File: config.mk
export PLATFORM = sky130hd
export DESIGN_NAME = i2c_target_wb
export DESIGN_NICKNAME = d
export VERILOG_FILES = /design/src/rtl/i2c_target_wb.sv
export SDC_FILE = /design/constraint.sdc
export NUM_CORES = 1
export LEC_CHECK = 0
export ABC_AREA = 1
export ABC_CLOCK_PERIOD_IN_PS = 4600
export BUFFER_PORTS_ARGS = -buffer_cell sky130_fd_sc_hd__clkbuf_2
export CAP_MARGIN = 20
export CELL_PAD_IN_SITES_DETAIL_PLACEMENT = 0
export CELL_PAD_IN_SITES_GLOBAL_PLACEMENT = 1
export CORE_AREA = 2 2 110 102
export DETAILED_ROUTE_END_ITERATION = 16
export DIE_AREA = 0 0 112 104
export HOLD_SLACK_MARGIN = 0.08
export PLACE_DENSITY = 0.93
export SLEW_MARGIN = 10
export SYNTH_ARGS = -nofsm -noshare
export SYNTH_HDL_FRONTEND = slang
export SYNTH_SLANG_ARGS = --single-unit
File: constraint.sdc
create_clock -name clk -period 4.6 [get_ports clk]
set_input_delay 0.92 -clock clk [delete_from_list [all_inputs] [get_ports clk]]
set_output_delay 0.92 -clock clk [all_outputs]
set_load 0.05 [all_outputs]
File: src/rtl/i2c_target_wb.sv
// I2C target bridging an external controller onto the 16-bit-address / 8-bit-data
// wishbone register space; SCL is stretched while a wishbone cycle is outstanding.
module i2c_target_wb #(
    parameter logic [6:0] I2C_ADDR   = 7'h3C,
    parameter int         FILTER_LEN = 4,
    parameter int         WB_TIMEOUT = 255
) (
    input  logic        clk,
    input  logic        rst_n,
    input  logic        scl_i,
    input  logic        sda_i,
    output logic        scl_oen,
    output logic        sda_oen,
    output logic        wb_cyc_o,
    output logic        wb_stb_o,
    output logic        wb_we_o,
    output logic [15:0] wb_adr_o,
    output logic [7:0]  wb_dat_o,
    input  logic [7:0]  wb_dat_i,
    input  logic        wb_ack_i
);
    localparam int FW = $clog2(FILTER_LEN + 1);
    localparam int TW = $clog2(WB_TIMEOUT + 1);

    typedef enum logic [3:0] {
        IDLE, ADDR, ADDR_ACK, PTR_HI, PTR_HI_ACK, PTR_LO, PTR_LO_ACK,
        WDATA, WB_WR, WDATA_ACK, WB_RD, RDATA, RACK, IGNORE
    } state_e;

    // bit 1 = SCL, bit 0 = SDA
    logic [1:0]    s1_q, s2_q, f_q, p_q;
    logic [FW-1:0] cnt_q [2];

    always_ff @(posedge clk or negedge rst_n) begin
        if (!rst_n) begin
            s1_q     <= 2'b11;
            s2_q     <= 2'b11;
            f_q      <= 2'b11;
            p_q      <= 2'b11;
            cnt_q[0] <= '0;
            cnt_q[1] <= '0;
        end else begin
            s1_q <= {scl_i, sda_i};
            s2_q <= s1_q;
            p_q  <= f_q;
            for (int i = 0; i < 2; i++) begin
                if (s2_q[i] == f_q[i]) begin
                    cnt_q[i] <= '0;
                end else if (cnt_q[i] == FW'(FILTER_LEN - 1)) begin
                    f_q[i]   <= s2_q[i];
                    cnt_q[i] <= '0;
                end else begin
                    cnt_q[i] <= cnt_q[i] + 1'b1;
                end
            end
        end
    end

    logic scl_f, sda_f, scl_rise, scl_fall, start_c, stop_c;
    assign scl_f    = f_q[1];
    assign sda_f    = f_q[0];
    assign scl_rise = scl_f & ~p_q[1];
    assign scl_fall = ~scl_f & p_q[1];
    assign start_c  = scl_f & p_q[1] & p_q[0] & ~sda_f;
    assign stop_c   = scl_f & p_q[1] & ~p_q[0] & sda_f;

    state_e        state_q;
    logic [3:0]    bit_q;
    logic [7:0]    sh_q, hi_q;
    logic [15:0]   ptr_q;
    logic          rw_q, mack_q, scl_oen_q, sda_oen_q;
    logic [TW-1:0] tmo_q;
    logic          wb_cyc_q, wb_stb_q, wb_we_q;
    logic [15:0]   wb_adr_q;
    logic [7:0]    wb_dat_q;

    logic       in_wb, stretch_go, wb_done;
    logic [7:0] rd_byte;
    assign in_wb      = (state_q == WB_WR) || (state_q == WB_RD);
    assign stretch_go = scl_fall & (((state_q == ADDR_ACK) & rw_q) |
                                    ((state_q == WDATA) & (bit_q == 4'd8)) |
                                    ((state_q == RACK) & mack_q));
    assign wb_done    = wb_ack_i || (tmo_q == TW'(WB_TIMEOUT - 1));
    assign rd_byte    = wb_ack_i ? wb_dat_i : 8'hFF;

    // Stretch pulls SCL in the very cycle the fall is seen, ahead of the register
    assign scl_oen  = scl_oen_q & ~stretch_go;
    assign sda_oen  = sda_oen_q;
    assign wb_cyc_o = wb_cyc_q;
    assign wb_stb_o = wb_stb_q;
    assign wb_we_o  = wb_we_q;
    assign wb_adr_o = wb_adr_q;
    assign wb_dat_o = wb_dat_q;

    always_ff @(posedge clk or negedge rst_n) begin
        if (!rst_n) begin
            state_q   <= IDLE;
            bit_q     <= '0;
            sh_q      <= '0;
            hi_q      <= '0;
            ptr_q     <= '0;
            rw_q      <= 1'b0;
            mack_q    <= 1'b0;
            tmo_q     <= '0;
            scl_oen_q <= 1'b1;
            sda_oen_q <= 1'b1;
            wb_cyc_q  <= 1'b0;
            wb_stb_q  <= 1'b0;
            wb_we_q   <= 1'b0;
            wb_adr_q  <= '0;
            wb_dat_q  <= '0;
        end else begin
            if (!in_wb && !scl_oen_q) scl_oen_q <= 1'b1;
            // SCL is held low throughout a wishbone cycle, so line conditions cannot abort it
            if (start_c && !in_wb) begin
                state_q   <= ADDR;
                bit_q     <= '0;
                sda_oen_q <= 1'b1;
            end else if (stop_c && !in_wb) begin
                state_q   <= IDLE;
                sda_oen_q <= 1'b1;
            end else begin
                if (stretch_go) begin
                    scl_oen_q <= 1'b0;
                    tmo_q     <= '0;
                    wb_cyc_q  <= 1'b1;
                    wb_stb_q  <= 1'b1;
                    wb_adr_q  <= ptr_q;
                    wb_we_q   <= (state_q == WDATA);
                    wb_dat_q  <= (state_q == WDATA) ? sh_q : 8'h00;
                end
                case (state_q)
                    ADDR, PTR_HI, PTR_LO, WDATA: begin
                        if (scl_rise && bit_q != 4'd8) begin
                            sh_q  <= {sh_q[6:0], sda_f};
                            bit_q <= bit_q + 4'd1;
                        end else if (scl_fall && bit_q == 4'd8) begin
                            bit_q <= '0;
                            if (state_q == ADDR) begin
                                if (sh_q[7:1] == I2C_ADDR) begin
                                    sda_oen_q <= 1'b0;
                                    rw_q      <= sh_q[0];
                                    state_q   <= ADDR_ACK;
                                end else begin
                                    state_q   <= IGNORE;
                                end
                            end else if (state_q == PTR_HI) begin
                                hi_q      <= sh_q;
                                sda_oen_q <= 1'b0;
                                state_q   <= PTR_HI_ACK;
                            end else if (state_q == PTR_LO) begin
                                ptr_q     <= {hi_q, sh_q};
                                sda_oen_q <= 1'b0;
                                state_q   <= PTR_LO_ACK;
                            end else begin
                                state_q   <= WB_WR;
                            end
                        end
                    end
                    ADDR_ACK: if (scl_fall) begin
                        sda_oen_q <= 1'b1;
                        bit_q     <= '0;
                        state_q   <= rw_q ? WB_RD : PTR_HI;
                    end
                    PTR_HI_ACK: if (scl_fall) begin
                        sda_oen_q <= 1'b1;
                        bit_q     <= '0;
                        state_q   <= PTR_LO;
                    end
                    PTR_LO_ACK, WDATA_ACK: if (scl_fall) begin
                        sda_oen_q <= 1'b1;
                        bit_q     <= '0;
                        state_q   <= WDATA;
                    end
                    WB_WR, WB_RD: begin
                        if (wb_done) begin
                            wb_cyc_q <= 1'b0;
                            wb_stb_q <= 1'b0;
                            wb_we_q  <= 1'b0;
                            wb_adr_q <= '0;
                            wb_dat_q <= '0;
                            ptr_q    <= ptr_q + 16'd1;
                            if (state_q == WB_WR) begin
                                sda_oen_q <= ~wb_ack_i;
                                state_q   <= wb_ack_i ? WDATA_ACK : IGNORE;
                            end else begin
                                sda_oen_q <= rd_byte[7];
                                sh_q      <= {rd_byte[6:0], 1'b0};
                                bit_q     <= 4'd1;
                                state_q   <= RDATA;
                            end
                        end else begin
                            tmo_q <= tmo_q + 1'b1;
                        end
                    end
                    RDATA: if (scl_fall) begin
                        if (bit_q == 4'd8) begin
                            sda_oen_q <= 1'b1;
                            state_q   <= RACK;
                        end else begin
                            sda_oen_q <= sh_q[7];
                            sh_q      <= {sh_q[6:0], 1'b0};
                            bit_q     <= bit_q + 4'd1;
                        end
                    end
                    RACK: begin
                        if (scl_rise) mack_q <= ~sda_f;
                        if (scl_fall && !mack_q) state_q <= IGNORE;
                        else if (scl_fall) state_q <= WB_RD;
                    end
                    default: ;
                endcase
            end
        end
    end
endmodule

==> results.py <==
metrics = {
    "run_status": {
        "outcome": "finished clean",
    },
    "cts": {
        "cts_max_level": 3,
        "cts_setup_buffers": 0,
        "numCtsBuffers": 9,
        "insertion_delay_ns": 0.34,
        "path_clk_slew_ns": 0.06,
        "cts_resized": 0,
        "cts_tree": "done",
        "hold_buffers": 0,
        "clock_sinks": 93,
        "clockRootBuffer": "clkbuf_16",
        "clock_path_buffers": 2,
    },
    "synth": {
        "synth.top_cell.area_share_pct": 42.1,
        "synth_xor_area_share_pct": 1.60,
        "syn-cell-area_mm2": 0.00493,
        "synthAdderAreaFrac_pct": 1.78,
        "synth_cell_type_count": 36,
        "synth.area.top_cells": "dfrtp_1 (42%), nand2_1 (16%), dfstp_2 (5.3%), o21ai_0 (5.2%), nand3_1 (4.9%)",
        "synthTopCellsByCount": "nand2_1 (204), dfrtp_1 (83), nor2_1 (59), inv_1 (56), o21ai_0 (51)",
        "ys_warn_count": 0,
        "synth_area_leader_cell": "dfrtp_1",
        "synth-compound-area-share_pct": 12.4,
        "yosys_register_bits": 93,
        "synth.avg_cell_area_um2": 7.59,
        "synth_top_family_by_area": "simple AND/OR/NAND/NOR gates",
        "synth_nets": 670,
        "ys_seq_area_share_pct": 47.4,
        "post_synth_inst_count": 650,
        "synth_edf_count": 0,
        "synth_mux_area_share_pct": 0.685,
        "synth_ff_type": "dfrtp_1",
        "async_reset_ff_share_pct": 100,
        "yosysMostFrequentCell": "nand2_1",
        "yosys.area_share.simple_pct": 29.7,
    },
    "floorplan": {
        "die_area_mm2": 0.0116,
        "start_util_pct": 46.8,
        "ios": 42,
        "rows": 36,
        "die_h_um": 104,
        "die_w_um": 112,
        "coreArea_mm2": 0.0105,
    },
    "power_and_ir_drop": {
        "p_sw_share_pct": 46.5,
        "internal_power_mw": 2.05,
        "comb_power_share_pct": 45.8,
        "p_leak_nw": 2.87,
        "power_density_mw_per_mm2": 689,
        "p_seq_share_pct": 34.4,
        "clkPwrFrac_pct": 19.8,
        "ir_drop_mv": 0.383,
        "power.switching_mw": 1.78,
    },
    "timing": {
        "min_period_ns": 3.30,
        "max_slew.worst_pin.slew_ns": 0.868,
        "fin_crit_sh_pct": 71.8,
        "fin_skew_ns": 0.00704,
        "rsz0062_at_grt": "no",
        "setup_slack_ns": 1.30,
        "slew_headroom_pct": 42.0,
        "slew_viol_final": 0,
        "fin_setup_tns_ns": 0,
        "setup_viol": 0,
        "max_clock_freq_mhz": 303,
        "hold_viol": 0,
    },
    "worst_setup_path": {
        "endpoint": "scl_oen",
        "cp_num_cells": 11,
        "arrival_ns": 2.38,
        "crit_buf_inv": 4,
        "regToRegEndpoint": "ptr_q[15]",
        "max_stage_delay_ns": 0.43,
        "cp_cell_sequence": "inv_1, ha_1, nand2_1, nor2_1, nand2_1, inv_1, nand2_1, nand2_1, buf_4, nor2_1, clkbuf_2",
        "cp_top_family": "buffers and inverters",
        "setup.worst_path.end_class": "primary output",
        "worstPathMaxFanout": 34,
        "r2r_cells": 8,
        "critPathLaunchType": "flop",
        "cp_slowest_cell": "dfrtp_1",
        "setup.worst_path.start": "bit_q[0]",
        "rr_startpoint": "state_q[3]",
        "required_ns": 3.68,
        "crit_type": "reg2out",
        "reg2reg_slack_ns": 1.92,
        "cpMostUsedCell": "nand2_1",
    },
    "final_layout": {
        "drive_above_1_share_pct": 13.0,
        "diodes": 0,
        "syn2layout_area_growth_pct": 12.6,
        "fillers": 985,
        "final_nets": 709,
    },
    "global_route": {
        "grtUsageMet3_pct": 3.21,
        "overflow": 0,
        "grtUsageMet1_pct": 29.1,
        "grt_pass1_wl_mm": 20.0,
        "use_met2_pct": 33.9,
        "grt_pass1_vias": 4148,
        "grt.busiest_layer": "met2",
        "grt_max_degree": 60,
        "grt_usage_pct": 21.0,
        "antenna_found_initial": 0,
    },
    "routing": {
        "vias": 4336,
        "viasPerCell": 5.24,
        "wl_per_cell_um": 14.6,
        "initialDrtViolationCount": 298,
        "drc": 0,
        "routed_wirelength_mm": 12.1,
        "drtAntennaViolNets": 0,
        "dr.pass1.iters": 5,
    },
    "placement": {
        "numPortBuffers": 41,
        "preCtsSetupSlack_ns": 1.66,
        "gp_congestion": 0.912,
        "dp_hpwl_mm": 8.80,
    },
    "worst_hold_path": {
        "hold_path_class": "reg2reg",
    },
    "job": {
        "cap_viol_max_count": 0,
    },
}
-- cells by family (layout without fill, tap and decap cells) --
kind of cell,after synthesis,count (layout)
simple gates,345,345
flops,93,93
buf+inv,79,123
fa+ha+maj,7,7
mux,3,3
compound gates,114,114
xor+xnor,9,9
-- metrics by stage --
stage | std cells | hold slack [ns] | utilization (%) | instance area, um^2 | power, mW
floorplan | 650 | 0.345 | - | 4930 | 2.64
global placement | 811 | 0.349 | 49.8 | 5250 | 3.06
detailed placement | 811 | 0.347 | 49.8 | 5250 | 3.07
CTS | 827 | 0.356 | 52.7 | 5560 | 3.83
global route | 827 | 0.365 | 52.7 | 5560 | 4.14
finish | 827 | 0.355 | 52.7 | 5560 | 3.83
-- registers in the layout, summed over array words and instances, names as in the netlist --
signal	cells
s2_q	2
wb_dat_o	8
scl_oen_q	1
wb_adr_o	16
sda_oen	1
p_q	2
sh_q	8
f_q	2
cnt_q	6
wb_we_o	1
state_q	4
s1_q	2
wb_cyc_o	1
tmo_q	8
wb_stb_o	1
ptr_q	16
bit_q	4
rw_q	1
mack_q	1
hi_q	8
-- final cells by class --
type,instances,area (um^2),area share [%]
Sequential cell,93,2340,42.1
Multi-Input combinational cell,478,2280,41.0
Clock buffer,13,260,4.68
Inverter,63,236,4.26
Timing Repair Buffer,44,230,4.14
Tap cell,133,166,3.00
Clock inverter,3,43.8,0.788
-- routing by layer --
| layer | part of all wire (%) | vias up |
|---|---|---|
| met5 | 0 | - |
| met3 | 4.4 | 15 |
| met4 | 1.5 | 0 |
| met1 | 47 | 2004 |
| li1 | - | 2204 |
| met2 | 47 | 113 |
-- cells in the final DEF, fill, tap and decap left out, drive strengths merged, types with 4 or more instances in the layout --
master,count
nand2,206
a31oi,4
nor3,11
buf,4
nor2,65
ha,7
dfrtp,83
clkbuf,53
o21ai,63
xor2,6
a22oi,8
dfstp,10
nand4,7
inv,62
nand3,50
a21oi,33
-- worst min path at each step --
stage / cells past startpoint / endpoint / slack [ns] / startpoint
after floorplan: 0 / s2_q[0] / 0.35 / s1_q[0]
after global placement: 0 / s2_q[1] / 0.35 / s1_q[1]
after detailed placement: 0 / s2_q[0] / 0.35 / s1_q[0]
after CTS: 0 / s2_q[0] / 0.36 / s1_q[0]
after global routing: 0 / s2_q[1] / 0.37 / s1_q[1]
final: 0 / s2_q[1] / 0.35 / s1_q[1]
-- power by group through the flow --
stage	Sequential (mW)	Combinational (mW)	Clock (mW)
2_1_floorplan	1.41	1.23	0
5_1_grt	1.35	2.00	0.799
6_report	1.31	1.75	0.758
3_3_place_gp	1.32	1.74	0
3_5_place_dp	1.32	1.74	0
4_1_cts	1.31	1.75	0.766
Note: power is estimated with default switching activity, not from simulation.
